### config.mk
export PLATFORM = sky130hd
export DESIGN_NAME = ddr_cmd_sequencer
export DESIGN_NICKNAME = d
export VERILOG_FILES = /design/src/rtl/ddr_cmd_pkg.sv /design/src/rtl/ddr_read_capture.sv /design/src/rtl/ddr_cmd_sequencer.sv
export SDC_FILE = /design/constraint.sdc
export NUM_CORES = 1
export LEC_CHECK = 0
export BUFFER_PORTS_ARGS = -buffer_cell sky130_fd_sc_hd__buf_2
export CAP_MARGIN = 20
export CELL_PAD_IN_SITES_DETAIL_PLACEMENT = 1
export CELL_PAD_IN_SITES_GLOBAL_PLACEMENT = 2
export CORE_ASPECT_RATIO = 0.8
export CORE_MARGIN = 2
export CORE_UTILIZATION = 32
export CTS_CLUSTER_SIZE = 14
export DETAILED_ROUTE_END_ITERATION = 6
export GPL_ROUTABILITY_DRIVEN = 0
export PLACE_DENSITY = 0.78
export SETUP_SLACK_MARGIN = 0.1
export SLEW_MARGIN = 10
export SYNTH_ARGS = -nofsm -noshare
export SYNTH_HDL_FRONTEND = slang
export SYNTH_HIERARCHICAL = 1
export SYNTH_SLANG_ARGS = --single-unit
### constraint.sdc
create_clock -name clk -period 3 [get_ports clk]
set_input_delay 0 -clock clk [delete_from_list [all_inputs] [get_ports clk]]
set_output_delay 0 -clock clk [all_outputs]
set_load 0.05 [all_outputs]
### src/rtl/ddr_cmd_pkg.sv
`default_nettype none
// ============================================================================
//  Module      : ddr_cmd_pkg
//  Description : Shared definitions for the DDR command sequencer: one-hot
//                command bit positions, command vector width, sequencer
//                state encoding and small elaboration-time helpers.
//  Revision    : 1.0 - initial release
// ============================================================================
package ddr_cmd_pkg;

    localparam int CMD_WIDTH = 19;
    localparam int CMD_ACT   = 18;
    localparam int CMD_PR    = 7;
    localparam int CMD_RD    = 5;
    localparam int CMD_WR    = 1;

    typedef enum logic [2:0] {
        ST_IDLE      = 3'd0,
        ST_ACT       = 3'd1,
        ST_TRCD_WAIT = 3'd2,
        ST_WRITE     = 3'd3,
        ST_READ      = 3'd4,
        ST_RD_DRAIN  = 3'd5,
        ST_PRE       = 3'd6,
        ST_TRP_WAIT  = 3'd7
    } seq_state_e;

    // One-hot command word with only bit idx set.
    function automatic logic [CMD_WIDTH-1:0] cmd_onehot(input int idx);
        logic [CMD_WIDTH-1:0] v;
        v      = '0;
        v[idx] = 1'b1;
        return v;
    endfunction

    // clog2 that never yields a zero-width vector.
    function automatic int clog2_min1(input int v);
        return (v > 1) ? $clog2(v) : 1;
    endfunction

endpackage
`default_nettype wire

### src/rtl/ddr_read_capture.sv
`default_nettype none
// ============================================================================
//  Module      : ddr_read_capture
//  Description : Delays each RD beat's slot index by RL cycles so the beat
//                is sampled from dq_in when the chip drives it, assembles the
//                BL beats into one burst word and pulses rd_valid the cycle
//                after the last beat lands. Everything freezes while halt=1.
//  Ports       : clk, rst (async, active-low), halt
//                beat_valid/beat_idx/beat_last : RD beat issued this cycle
//                dq_in      : read beat from the chip
//                rd_data    : assembled burst, beat 0 in LSBs
//                rd_valid   : registered completion pulse (unmasked)
//  Revision    : 1.0 - initial release
// ============================================================================
module ddr_read_capture
    import ddr_cmd_pkg::*;
#(
    parameter int BL           = 8,
    parameter int DEVICE_WIDTH = 4,
    parameter int RL           = 2,
    localparam int BEATW       = clog2_min1(BL)
) (
    input  logic                       clk,
    input  logic                       rst,
    input  logic                       halt,
    input  logic                       beat_valid,
    input  logic [BEATW-1:0]           beat_idx,
    input  logic                       beat_last,
    input  logic [DEVICE_WIDTH-1:0]    dq_in,
    output logic [BL*DEVICE_WIDTH-1:0] rd_data,
    output logic                       rd_valid
);

    logic             w_cap_valid;
    logic             w_cap_last;
    logic [BEATW-1:0] w_cap_idx;

    generate
        if (RL == 0) begin : g_rl_direct
            // Chip answers in the same cycle as the RD beat.
            assign w_cap_valid = beat_valid;
            assign w_cap_idx   = beat_idx;
            assign w_cap_last  = beat_last;
        end else begin : g_rl_pipe
            logic             r_pipe_valid [RL];
            logic             r_pipe_last  [RL];
            logic [BEATW-1:0] r_pipe_idx   [RL];

            always_ff @(posedge clk or negedge rst) begin
                if (!rst) begin
                    for (int k = 0; k < RL; k++) begin
                        r_pipe_valid[k] <= 1'b0;
                        r_pipe_last[k]  <= 1'b0;
                        r_pipe_idx[k]   <= '0;
                    end
                end else if (!halt) begin
                    r_pipe_valid[0] <= beat_valid;
                    r_pipe_last[0]  <= beat_last;
                    r_pipe_idx[0]   <= beat_idx;
                    for (int k = 1; k < RL; k++) begin
                        r_pipe_valid[k] <= r_pipe_valid[k-1];
                        r_pipe_last[k]  <= r_pipe_last[k-1];
                        r_pipe_idx[k]   <= r_pipe_idx[k-1];
                    end
                end
            end

            // Last stage lines up with the cycle the chip drives the beat.
            assign w_cap_valid = r_pipe_valid[RL-1];
            assign w_cap_idx   = r_pipe_idx[RL-1];
            assign w_cap_last  = r_pipe_last[RL-1];
        end
    endgenerate

    always_ff @(posedge clk or negedge rst) begin
        if (!rst) begin
            rd_data  <= '0;
            rd_valid <= 1'b0;
        end else if (!halt) begin
            if (w_cap_valid) begin
                rd_data[w_cap_idx*DEVICE_WIDTH +: DEVICE_WIDTH] <= dq_in;
            end
            rd_valid <= w_cap_valid & w_cap_last;
        end
    end

endmodule
`default_nettype wire

### src/rtl/ddr_cmd_sequencer.sv
`default_nettype none
// ============================================================================
//  Module      : ddr_cmd_sequencer
//  Description : Close-page DDR command sequencer. Takes one read or write
//                request at a time and runs ACT, tRCD wait, BL-beat RD/WR
//                burst, PR, tRP wait, producing one-hot commands, the per-beat
//                column stream and write data for the chip model.
//  Ports       : clk, rst (async, active-low), halt (freeze)
//                req_*     : request handshake and fields
//                rd_data/rd_valid : assembled read burst + completion pulse
//                commands  : one-hot ACT/PR/RD/WR (or zero)
//                bg/ba/row/column : chip address
//                dq_out/dq_in/dq_oe : data beat out/in, drive enable
//  Revision    : 1.0 - initial release
// ============================================================================
module ddr_cmd_sequencer
    import ddr_cmd_pkg::*;
#(
    parameter int ADDRWIDTH     = 17,
    parameter int BANKGROUPS    = 2,
    parameter int BANKSPERGROUP = 2,
    parameter int DEVICE_WIDTH  = 4,
    parameter int COLS          = 1024,
    parameter int BL            = 8,
    parameter int TRCD          = 4,
    parameter int TRP           = 4,
    parameter int RL            = 2,
    localparam int BGWIDTH      = $clog2(BANKGROUPS),
    localparam int BAWIDTH      = $clog2(BANKSPERGROUP),
    localparam int CADDRWIDTH   = $clog2(COLS)
) (
    input  logic                       clk,
    input  logic                       rst,
    input  logic                       halt,
    input  logic                       req_valid,
    output logic                       req_ready,
    input  logic                       req_we,
    input  logic [BGWIDTH:0]           req_bg,
    input  logic [BAWIDTH:0]           req_ba,
    input  logic [ADDRWIDTH-1:0]       req_row,
    input  logic [CADDRWIDTH-1:0]      req_col,
    input  logic [BL*DEVICE_WIDTH-1:0] req_wdata,
    output logic [BL*DEVICE_WIDTH-1:0] rd_data,
    output logic                       rd_valid,
    output logic [CMD_WIDTH-1:0]       commands,
    output logic [BGWIDTH:0]           bg,
    output logic [BAWIDTH:0]           ba,
    output logic [ADDRWIDTH-1:0]       row,
    output logic [CADDRWIDTH-1:0]      column,
    output logic [DEVICE_WIDTH-1:0]    dq_out,
    input  logic [DEVICE_WIDTH-1:0]    dq_in,
    output logic                       dq_oe
);

    localparam int C_BEATW   = clog2_min1(BL);
    localparam int C_CNT_MAX = (TRCD > TRP) ? ((TRCD > RL) ? TRCD : RL)
                                            : ((TRP > RL) ? TRP : RL);
    localparam int C_CNTW    = clog2_min1(C_CNT_MAX + 1);

    // Wait counters count down to zero, so a wait of N cycles loads N-1.
    localparam logic [C_CNTW-1:0]  C_TRCD_LOAD = C_CNTW'((TRCD > 1) ? TRCD - 2 : 0);
    localparam logic [C_CNTW-1:0]  C_TRP_LOAD  = C_CNTW'((TRP > 1) ? TRP - 2 : 0);
    localparam logic [C_CNTW-1:0]  C_RL_LOAD   = C_CNTW'((RL > 0) ? RL - 1 : 0);
    localparam logic [C_BEATW-1:0] C_LAST_BEAT = C_BEATW'(BL - 1);

    seq_state_e                r_state, w_state_nxt;
    logic [C_CNTW-1:0]         r_cnt, w_cnt_nxt;
    logic [C_BEATW-1:0]        r_beat, w_beat_nxt;

    logic                      r_we;
    logic [CADDRWIDTH-1:0]     r_col;
    logic [BL*DEVICE_WIDTH-1:0] r_wdata;

    logic [CMD_WIDTH-1:0]      r_cmd, w_cmd_nxt;
    logic [CADDRWIDTH-1:0]     r_column, w_column_nxt;
    logic [DEVICE_WIDTH-1:0]   r_dq_out, w_dq_out_nxt;
    logic                      r_dq_oe, w_dq_oe_nxt;
    logic                      r_ready, w_ready_nxt;
    logic                      w_cap_rd_valid;

    // ---------------------------------------------------------------- state
    always_ff @(posedge clk or negedge rst) begin
        if (!rst) begin
            r_state <= ST_IDLE;
            r_cnt   <= '0;
            r_beat  <= '0;
        end else if (!halt) begin
            r_state <= w_state_nxt;
            r_cnt   <= w_cnt_nxt;
            r_beat  <= w_beat_nxt;
        end
    end

    // -------------------------------------------- next state and outputs
    always_comb begin
        w_state_nxt = r_state;
        w_cnt_nxt   = r_cnt;
        w_beat_nxt  = r_beat;
        case (r_state)
            ST_IDLE: begin
                if (req_valid) w_state_nxt = ST_ACT;
            end
            ST_ACT: begin
                w_beat_nxt = '0;
                if (TRCD > 1) begin
                    w_state_nxt = ST_TRCD_WAIT;
                    w_cnt_nxt   = C_TRCD_LOAD;
                end else begin
                    w_state_nxt = r_we ? ST_WRITE : ST_READ;
                end
            end
            ST_TRCD_WAIT: begin
                if (r_cnt == '0) w_state_nxt = r_we ? ST_WRITE : ST_READ;
                else             w_cnt_nxt   = r_cnt - 1'b1;
            end
            ST_WRITE: begin
                if (r_beat == C_LAST_BEAT) w_state_nxt = ST_PRE;
                else                       w_beat_nxt  = r_beat + 1'b1;
            end
            ST_READ: begin
                if (r_beat == C_LAST_BEAT) begin
                    if (RL > 0) begin
                        w_state_nxt = ST_RD_DRAIN;
                        w_cnt_nxt   = C_RL_LOAD;
                    end else begin
                        w_state_nxt = ST_PRE;
                    end
                end else begin
                    w_beat_nxt = r_beat + 1'b1;
                end
            end
            ST_RD_DRAIN: begin
                if (r_cnt == '0) w_state_nxt = ST_PRE;
                else             w_cnt_nxt   = r_cnt - 1'b1;
            end
            ST_PRE: begin
                if (TRP > 1) begin
                    w_state_nxt = ST_TRP_WAIT;
                    w_cnt_nxt   = C_TRP_LOAD;
                end else begin
                    w_state_nxt = ST_IDLE;
                end
            end
            ST_TRP_WAIT: begin
                if (r_cnt == '0) w_state_nxt = ST_IDLE;
                else             w_cnt_nxt   = r_cnt - 1'b1;
            end
            default: w_state_nxt = ST_IDLE;
        endcase

        // Outputs are decoded from the upcoming state and registered, so
        // each command appears in the cycle its state occupies.
        w_cmd_nxt    = '0;
        w_column_nxt = r_column;
        w_dq_out_nxt = '0;
        w_dq_oe_nxt  = 1'b0;
        w_ready_nxt  = (w_state_nxt == ST_IDLE);
        case (w_state_nxt)
            ST_ACT:   w_cmd_nxt = cmd_onehot(CMD_ACT);
            ST_WRITE: begin
                w_cmd_nxt    = cmd_onehot(CMD_WR);
                w_column_nxt = r_col + CADDRWIDTH'(w_beat_nxt);
                w_dq_out_nxt = r_wdata[w_beat_nxt*DEVICE_WIDTH +: DEVICE_WIDTH];
                w_dq_oe_nxt  = 1'b1;
            end
            ST_READ: begin
                w_cmd_nxt    = cmd_onehot(CMD_RD);
                w_column_nxt = r_col + CADDRWIDTH'(w_beat_nxt);
            end
            ST_PRE:   w_cmd_nxt = cmd_onehot(CMD_PR);
            default:  w_cmd_nxt = '0;
        endcase
    end

    // ------------------------------------------- request latch and outputs
    always_ff @(posedge clk or negedge rst) begin
        if (!rst) begin
            r_we     <= 1'b0;
            bg       <= '0;
            ba       <= '0;
            row      <= '0;
            r_col    <= '0;
            r_wdata  <= '0;
            r_cmd    <= '0;
            r_column <= '0;
            r_dq_out <= '0;
            r_dq_oe  <= 1'b0;
            r_ready  <= 1'b1;
        end else if (!halt) begin
            if (r_state == ST_IDLE && req_valid) begin
                r_we    <= req_we;
                bg      <= req_bg;
                ba      <= req_ba;
                row     <= req_row;
                r_col   <= req_col;
                r_wdata <= req_wdata;
            end
            r_cmd    <= w_cmd_nxt;
            r_column <= w_column_nxt;
            r_dq_out <= w_dq_out_nxt;
            r_dq_oe  <= w_dq_oe_nxt;
            r_ready  <= w_ready_nxt;
        end
    end

    ddr_read_capture #(
        .BL           (BL),
        .DEVICE_WIDTH (DEVICE_WIDTH),
        .RL           (RL)
    ) u_read_capture (
        .clk        (clk),
        .rst        (rst),
        .halt       (halt),
        .beat_valid (r_state == ST_READ),
        .beat_idx   (r_beat),
        .beat_last  (r_beat == C_LAST_BEAT),
        .dq_in      (dq_in),
        .rd_data    (rd_data),
        .rd_valid   (w_cap_rd_valid)
    );

    // Halt silences the bus immediately; the frozen registers replay the
    // same cycle once it drops.
    assign commands  = halt ? '0 : r_cmd;
    assign dq_oe     = r_dq_oe & ~halt;
    assign req_ready = r_ready & ~halt;
    assign rd_valid  = w_cap_rd_valid & ~halt;
    assign column    = r_column;
    assign dq_out    = r_dq_out;

endmodule
`default_nettype wire

==> flow_summary.ini, run 1 <==
[setup_path]
crit_fanout = 7
rrSetupSlack_ps = 210
required_ps = 3300
reg2regPathDepth = 12
endpoint_kind = flip-flop
r2r_start = r_beat[1]
crit_path_start_kind = flip-flop
worstPathArrival_ps = 3100
critPathKind = flip-flop to flip-flop
r2r_end = column[8]

[sta]
fin_crit_ps = 2790
finClkSkew_ps = 8.61
fin_crit_sh = 0.931
fin_tns_setup_ps = 0
tightest_slew_ps = 766
slew-limit-headroom = 0.489
hold_viol = 0
grt_setup_unrepaired = no
maxClockFrequency_mhz = 358
finalMaxSlewViolations = 0
setup_viol = 0

[synth]
avgSynthCellArea_sq_um = 13.0
synth_top_area_share = 0.509
yosysMostFrequentCell = dfrtp_1
async_flop_share = 1.00
yosysWarnings = 6
synth-edff-count = 0
synthTopCellsByArea = dfrtp_1 51%, mux2_2 15%, mux2_1 5.0%
yosysSeqAreaShare = 0.513
ys.flop_type = dfrtp_1
yosysUniqueCellTypes = 69
synth_commonest_cells = 134 x dfrtp_1, 88 x mux2_2, 29 x mux2_1
ys_seq_elements = 135
synthCells = 507
yosysTopAreaCell = dfrtp_1
syn_area_sq_mm = 0.00659

[grt]
met3_usage = 0.0390
met1_usage = 0.216
use_met2 = 0.285
grt_pass1_vias = 5348
grt_max_degree = 81
grt_use_total = 0.169
grt-ovfl-total = 0
antenna_found_initial = 1
gr-max-usage-layer = met2
grt_first_pass_wirelength_um = 28600

[clocking]
insertion_delay_ps = 420
htreeDepth = 4
numCtsBuffers = 17
path_clk_slew_ps = 60
cts_buffer_depth = 2
cts-root-buf = clkbuf_16
cts_tree = built
cts.sinks = 135

[floorplanning]
io_pins = 161
start_util = 0.329
rows = 46
die_w_um = 164
dieHeight_um = 132
die-area_sq_mm = 0.0218
core_region_area_sq_mm = 0.0200

[cells_and_area]
fill_cells = 2132
drive_gt1_frac = 0.424
fin_cells = 1012
final_nets = 816
multiInputGateArea_sq_mm = 0.00302
fin_util = 0.451
ff_latch_area_sq_mm = 0.00338
area_delta_synth_final_pct = 37.1

[worst_hold_path]
hp-class = input pin to flip-flop
whs_path_depth = 4
holdPathEnd = u_read_capture/rd_data[8]
min_from = halt

[power_and_ir_drop]
combinationalPowerShare = 0.480
vdd_ir_drop_max_mv = 0.657
switching_share = 0.418
clkPwrFrac = 0.225
p_int_mw = 6.09
p_total_mw = 10.5
cellLeakagePower_nw = 4.47
p_sw_mw = 4.38
seqPwrFrac = 0.295
powerDensity_mw_per_mm2 = 1160

[outcome]
outcome = complete, no violations

[routing]
wl_um = 17300
drt_iter0_drc = 139
dr_total_vias = 4783
first_pass_iters = 4
wl_per_cell_um = 17.1
avgViaCountPerCell = 4.73
ant_nets = 0
drc = 0

[place]
portBuffers = 145
dpl.hpwl_um = 12000
placed_cells = 908

[flow_run]
drv_cap = 0
==> worst max-delay path by stage <==
stage                          from   endpoint  slack, ps  cells after the start
after floorplan           r_beat[0]  column[8]        110                     13
after global placement    r_beat[1]  column[9]        130                     11
after detailed placement  r_beat[1]  column[9]         -1                     12
after CTS                 r_beat[1]  column[8]         80                     12
after global routing      r_beat[1]  column[8]        110                     12
final                     r_beat[1]  column[8]        210                     12
==> critical path, stage by stage (launching register included) <==
cell and delay, ps:
dfrtp_1 420, ha_4 210, nand2_4 80, inv_2 80, o31ai_4 230, a222oi_1 120, buf_4 160, buf_4 130
fa_1 420, a21o_1 210, and4_1 200, xor2_1 140, mux2_4 260
==> repair_timing <==
item	in CTS	in global routing
endpoints found under the setup margin	3	7
pin swaps	1	0
setup buffers	2	0
endpoints found under the hold margin	149	0
hold buffers	69	0
gates resized for setup	0	6
==> placed cells by master (no fill, tap or decap), drive strengths merged, types with 2 or more instances in the layout <==
| cell | Yosys | layout |
|---|---|---|
| mux2i | 5 | 5 |
| a21oi | 8 | 8 |
| nor2 | 16 | 16 |
| nor3b | 7 | 7 |
| clkinv | 0 | 4 |
| nand3 | 9 | 9 |
| and2 | 16 | 16 |
| o21bai | 2 | 2 |
| a2111oi | 8 | 8 |
| and3b | 7 | 7 |
| clkbuf | 7 | 21 |
| nand2 | 19 | 19 |
| or4b | 2 | 2 |
| conb | 1 | 15 |
| nor4b | 2 | 2 |
| mux2 | 126 | 126 |
| and3 | 2 | 2 |
| nor2b | 10 | 10 |
| a21o | 4 | 4 |
| nor3 | 6 | 6 |
| xnor2 | 4 | 4 |
| dlygate4sd3 | 0 | 69 |
| a311oi | 2 | 2 |
| dfrtp | 134 | 134 |
| bufinv | 0 | 5 |
| nand2b | 10 | 10 |
| nand4 | 2 | 2 |
| xor2 | 4 | 4 |
| o31ai | 2 | 2 |
| nand3b | 4 | 4 |
| a22o | 2 | 2 |
| inv | 11 | 12 |
| buf | 31 | 163 |
| ha | 9 | 9 |
| a211oi | 2 | 2 |
| o21ai | 13 | 13 |
==> metrics by stage <==
step	hold WS (ps)	instance area, sq um	setup WS, ps
after global placement	89.1	7630	134
after floorplan	-296	6650	105
after detailed placement	117	7630	-1.39
after CTS	145	9000	83.2
final	156	9040	206
after global routing	166	9040	109
==> state kept, by name (all words and copies together) (netlist names), 4 cells and up <==
| name | flops |
|---|---|
| r_col | 10 |
| r_wdata | 32 |
| dq_out | 4 |
| u_read_capture/rd_data | 32 |
| r_cmd | 4 |
| row | 17 |
| column | 10 |
==> power by group through the flow <==
stage / combinational [mW] / sequential [mW] / clock [mW]
3_3_place_gp: 4.73 / 3.06 / 0
5_1_grt: 5.39 / 3.22 / 2.50
6_report: 5.03 / 3.09 / 2.35
3_5_place_dp: 4.86 / 3.11 / 0
2_1_floorplan: 2.49 / 4.21 / 0
4_1_cts: 5.00 / 3.09 / 2.42
==> layout make-up <==
cell class / count / area share
Sequential cell: 135 / 0.374
Multi-Input combinational cell: 337 / 0.334
Timing Repair Buffer: 232 / 0.177
Clock buffer: 21 / 0.0521
Tap cell: 264 / 0.0365
Clock inverter: 11 / 0.0215
Inverter: 11 / 0.00457
Antenna cell: 1 / 0.000277
==> kinds of logic (layout without fill, tap and decap cells) <==
logic type                 Yosys count  count (layout)  synth area share
xor gates and xnor gates             8               8            0.0106
adders and majority gates           10              10            0.0201
DFF                                135             135             0.513
and+or+nand+nor                    118             118             0.115
AOI/OAI and AO/OA                   55              55            0.0691
buffers and inverters               49             275            0.0435
muxes                              131             131             0.228
other                                1              16          0.000569
==> metal layers <==
| metal | vias up | routed length [um] |
|---|---|---|
| li1 | 2246 | - |
| met2 | 89 | 8700 |
| met4 | 0 | 208 |
| met1 | 2432 | 7810 |
| met3 | 16 | 573 |
| met5 | - | 0 |
No activity file was read; power rests on OpenSTA's default activity.
==> run 2: changes to the inputs <==
Settings changed: PLACE_DENSITY 0.78 to 0.79.
==> run 2 against run 1 <==
Register-to-register slack improved by 40 ps. Clock power decreased by 3%. Cell count unchanged.
==> flow_summary.ini, run 2 (same netlist as run 1, synthesis figures left out) <==
[sta]
maxClockFrequency_mhz = 364
fin_crit_ps = 2750
finalMaxSlewViolations = 0
slew-limit-headroom = 0.375
fin_crit_sh = 0.916
grt_setup_unrepaired = no
fin_tns_setup_ps = 0
setup_viol = 0
finClkSkew_ps = 7.62
hold_viol = 0
tightest_slew_ps = 938
setup_slack_ps = 251

[routing]
first_pass_iters = 5
routed.top_layer = met4
wl_per_cell_um = 17.4
avgViaCountPerCell = 4.76
wl_met1_um = 7870
drt_iter0_drc = 197
met2_length_um = 9090
dr_total_vias = 4815
ant_nets = 0
wl_um = 17700
drc = 0
wl_met3_um = 530

[outcome]
outcome = complete, no violations

[flow_run]
drv_cap = 0

[setup_path]
critPathKind = flip-flop to flip-flop
startpoint = r_beat[1]
worstPathArrival_ps = 3040
r2r_start = r_beat[1]
crit_path_start_kind = flip-flop
r2r_end = column[8]
crit_end = column[8]
endpoint_kind = flip-flop
reg2regPathDepth = 12
rrSetupSlack_ps = 250
required_ps = 3300
crit_fanout = 7

[floorplanning]
io_pins = 161
core_region_area_sq_mm = 0.0200
rows = 46
dieHeight_um = 132
start_util = 0.329
die-area_sq_mm = 0.0218
die_w_um = 164

[power_and_ir_drop]
vdd_ir_drop_max_mv = 0.718
powerDensity_mw_per_mm2 = 1160
cellLeakagePower_nw = 4.45
p_total_mw = 10.5

[cells_and_area]
most-common-layout-cells = 145 x buf_2, 134 x dfrtp_1, 88 x mux2_2
final_common_cell = buf_2
drive_gt1_frac = 0.429
final_nets = 817
largest_registers = r_wdata x32, u_read_capture/rd_data x32, row x17
fin_util = 0.451
antenna_cells = 0
area_delta_synth_final_pct = 37.0

[grt]
grt_pass1_vias = 5518
grt_first_pass_wirelength_um = 29100
grt-ovfl-total = 0
grt_use_total = 0.170
grt_max_degree = 99
antenna_found_initial = 0

[place]
dpl.hpwl_um = 12200
post-place-ws_ps = -85.7
portBuffers = 145

[clocking]
cts_buffer_depth = 2
cts-root-buf = clkbuf_16
cts.sinks = 135
insertion_delay_ps = 420
cts_tree = built
path_clk_slew_ps = 60
htreeDepth = 4
numCtsBuffers = 17

[worst_hold_path]
hp-class = input pin to flip-flop
run 2: routing by layer:
layer  GRT usage  vias up
met5           0        -
met4      0.0391        0
met1       0.217     2491
met2       0.293       85
li1            -     2231
met3      0.0381        8
run 2: where the power goes:
group | internal [mW] | leakage, nW | switching (mW)
Combinational | 2.00 | 2.41 | 3.12
Clock | 1.48 | 0.308 | 0.814
Sequential | 2.58 | 1.74 | 0.523
Total | 6.06 | 4.45 | 4.45
run 2: stage by stage:
stage | hold slack (ps) | cell area (sq um) | instances
floorplan | -296 | 6650 | 521
global placement | 156 | 7610 | 907
detailed placement | 175 | 7610 | 907
CTS | 47.9 | 8970 | 1010
global route | 75.2 | 9030 | 1012
finish | 54.9 | 9030 | 1012
run 2: how the worst min path moves through the flow:
stage / startpoint / endpoint / cells after the start
after detailed placement: rst / row[4] / 1
final: halt / r_cmd[18] / 3
after global routing: halt / r_cmd[18] / 3
after CTS: halt / r_cmd[18] / 3
after floorplan: rst / ba[0] / 0
after global placement: rst / row[7] / 1
run 2: critical path, cell delays in order, from the launching register on:
cell,delay [ps]
dfrtp_1,430
ha_4,210
nand2_4,80
inv_2,90
o31ai_2,220
a222oi_1,120
buf_4,170
buf_4,140
fa_2,360
a21o_1,200
and4_1,210
xor2_1,140
mux2_4,260
run 2: what timing repair did:
| item | CTS | global route |
|---|---|---|
| endpoints found under the setup margin | 4 | 7 |
| resized for setup | 1 | 8 |
| pin swaps | 1 | 1 |
| buffers inserted | 2 | 1 |
| endpoints found under the hold margin | 168 | 0 |
| hold buffers | 69 | 0 |
| gates cloned | 0 | 1 |
run 2: cell type report:
| cell class | count | area [sq um] |
|---|---|---|
| clock buffers | 21 | 480 |
| clock inverters | 11 | 169 |
| fillers | 2152 | 11000 |
| inverters | 11 | 41.3 |
| multi-input cells | 337 | 3040 |
| flip-flops and latches | 135 | 3380 |
| well taps | 264 | 330 |
| repair buffers | 233 | 1590 |
==> run 3: changes to the inputs <==
Settings changed: ABC_AREA from default to 1, CORE_UTILIZATION 32 to 28.
==> run 3 against run 2 <==
Sequential share of layout area down 0.29 points. Routed wire length up 12%. Synthesized cell count increased by 66%.
==> flow_summary.ini, run 3 <==
[power_and_ir_drop]
p_int_mw = 5.11
switching_share = 0.447
p_sw_mw = 4.13
cellLeakagePower_nw = 4.75
clkPwrFrac = 0.262
vdd_ir_drop_max_mv = 0.473
powerDensity_mw_per_mm2 = 1020
combinationalPowerShare = 0.430
seqPwrFrac = 0.307

[sta]
tightest_slew_ps = 663
finalMaxSlewViolations = 0
fin_crit_ps = 2700
grt_setup_unrepaired = no
hold_viol = 0
setup_viol = 0
whs_ps = 128
finClkSkew_ps = 9.91
fin_crit_sh = 0.898
slew-limit-headroom = 0.557
maxClockFrequency_mhz = 371
setup_slack_ps = 305
fin_tns_setup_ps = 0

[synth]
yosysUniqueCellTypes = 38
yosysMostFrequentCell = nand2_1
yosysWarnings = 6
yosysSeqAreaShare = 0.495
synth_top_area_share = 0.491
synthAdderAreaFrac = 0.0194
yosysTopAreaCell = dfrtp_1
synth-edff-count = 0
synth_xor_area_frac = 0.0103
ys_seq_elements = 135
synth-compound-area-share = 0.0743
synth_commonest_cells = 280 x nand2_1, 134 x dfrtp_1, 72 x inv_1
synthTopCellsByArea = dfrtp_1 49%, nand2_1 15%, nand3_1 5.2%
synthCells = 841
syn_area_sq_mm = 0.00683
async_flop_share = 1.00
avgSynthCellArea_sq_um = 8.12
synth_top_family_by_area = simple AND/OR/NAND/NOR gates
ys.flop_type = dfrtp_1
muxShareOfSynthArea = 0
synth-simple-area-share = 0.301

[setup_path]
crit_end = column[8]
required_ps = 3300
cpMostUsedCell = nand2_1
reg2regPathDepth = 15
path_cells = ha_1 > nand2_2 > nand2_1 > nand2_1 > nand2_4 > nand2_4 > ha_1 > fa_1 > a21oi_1 > nor2_1 > nand3_1 > nor2_1 > xor2_1 > nand2_1 > nand2_1
rrSetupSlack_ps = 300
startpoint = r_beat[0]
critPathKind = flip-flop to flip-flop
r2r_start = r_beat[0]
crit_fanout = 17
worstPathArrival_ps = 3000
crit_path_start_kind = flip-flop
cpPeakStageDelay_ps = 450
worst_path_max_delay_cell = dfrtp_1
r2r_end = column[8]
endpoint_kind = flip-flop

[clocking]
insertion_delay_ps = 420
numCtsBuffers = 17
cts.sinks = 135
cts-root-buf = clkbuf_16
htreeDepth = 4
path_clk_slew_ps = 60
cts_tree = built
cts-resized-gates = 0
cts_buffer_depth = 2

[grt]
grt_pass1_vias = 6125
antenna_found_initial = 0
grt-ovfl-total = 0
grt_max_degree = 72
grt_use_total = 0.158
grt_first_pass_wirelength_um = 31800

[cells_and_area]
most-common-layout-cells = 280 x nand2_1, 144 x buf_2, 134 x dfrtp_1
antenna_cells = 0
ff_latch_area_sq_mm = 0.00338
area_delta_synth_final_pct = 33.2
fill_cells = 2908
multiInputGateArea_sq_mm = 0.00283
largest_registers = r_wdata x32, u_read_capture/rd_data x32, row x17
finalInstanceArea_sq_mm = 0.00910
final_common_cell = nand2_1
final_nets = 1129
drive_gt1_frac = 0.227

[place]
portBuffers = 145
post-place-ws_ps = 296
dpl.hpwl_um = 13800
placed_area_sq_mm = 0.00774

[routing]
wl_um = 19800
avgViaCountPerCell = 4.38
first_pass_iters = 6
ant_nets = 0
drt_iter0_drc = 240
drc = 0
wl_per_cell_um = 14.4
dr_total_vias = 6034

[floorplanning]
start_util = 0.283
io_pins = 161
dieHeight_um = 144
die-area_sq_mm = 0.0257
core_region_area_sq_mm = 0.0242
rows = 51
die_w_um = 179

[worst_hold_path]
hp-class = input pin to flip-flop

[flow_run]
drv_cap = 0

[outcome]
outcome = complete, no violations
==> run 3: layout make-up <==
class | instances | area share
Timing Repair Buffer | 222 | 0.164
Multi-Input combinational cell | 585 | 0.311
Clock buffer | 17 | 0.0467
Clock inverter | 14 | 0.0271
Tap cell | 318 | 0.0437
Sequential cell | 135 | 0.371
Inverter | 86 | 0.0360
==> run 3: how the worst min path moves through the flow <==
stage | start | end | slack, ps | cells past startpoint
after floorplan | rst | ba[0] | -300 | 0
after global placement | rst | r_cnt[2] | 50 | 1
after detailed placement | rst | r_cnt[2] | 50 | 1
after CTS | halt | dq_out[2] | 120 | 4
after global routing | halt | dq_out[1] | 150 | 4
final | halt | dq_out[2] | 130 | 4
==> run 3: power groups by stage <==
| stage | Combinational (mW) | Sequential [mW] | Clock [mW] |
|---|---|---|---|
| finish | 3.98 | 2.84 | 2.42 |
| global route | 4.43 | 2.92 | 2.55 |
| CTS | 4.01 | 2.85 | 2.48 |
| detailed placement | 3.92 | 2.87 | 0 |
| global placement | 3.86 | 2.85 | 0 |
| floorplan | 2.26 | 3.60 | 0 |
==> run 3: timing repair <==
| item | in CTS | in global routing |
|---|---|---|
| setup buffers | 0 | 0 |
| hold buffers | 69 | 0 |
| hold endpoints to repair | 134 | 0 |
| endpoints found under the setup margin | 0 | 0 |
==> run 3: logic make-up after synthesis <==
logic type	Yosys count
other	1
flip-flops	135
XOR/XNOR	8
buffers and inverters	135
adder cells (fa/ha/maj)	10
AND/OR/NAND/NOR	454
AO/OA/AOI/OAI	98
==> run 3: critical path, delay by kind of cell, from the launching register on <==
family	cells	cell delay, ps
adder cells (fa/ha/maj)	3	920
flip-flops	1	450
AND/OR/NAND/NOR	10	900
XOR/XNOR	1	140
AO/OA/AOI/OAI	1	170
==> run 3: per-layer routing <==
layer	track usage	vias up	wire, um
met5	0	-	0
met4	0.0321	0	187
met3	0.0421	11	851
met2	0.247	115	8940
met1	0.219	2860	9860
li1	-	3048	-
==> run 3: metrics by stage <==
stage / cells / utilization / power (mW)
global route: 1377 / 0.376 / 9.90
finish: 1377 / 0.376 / 9.24
global placement: 1277 / 0.320 / 6.71
floorplan: 855 / - / 5.86
detailed placement: 1277 / 0.320 / 6.80
CTS: 1377 / 0.376 / 9.34
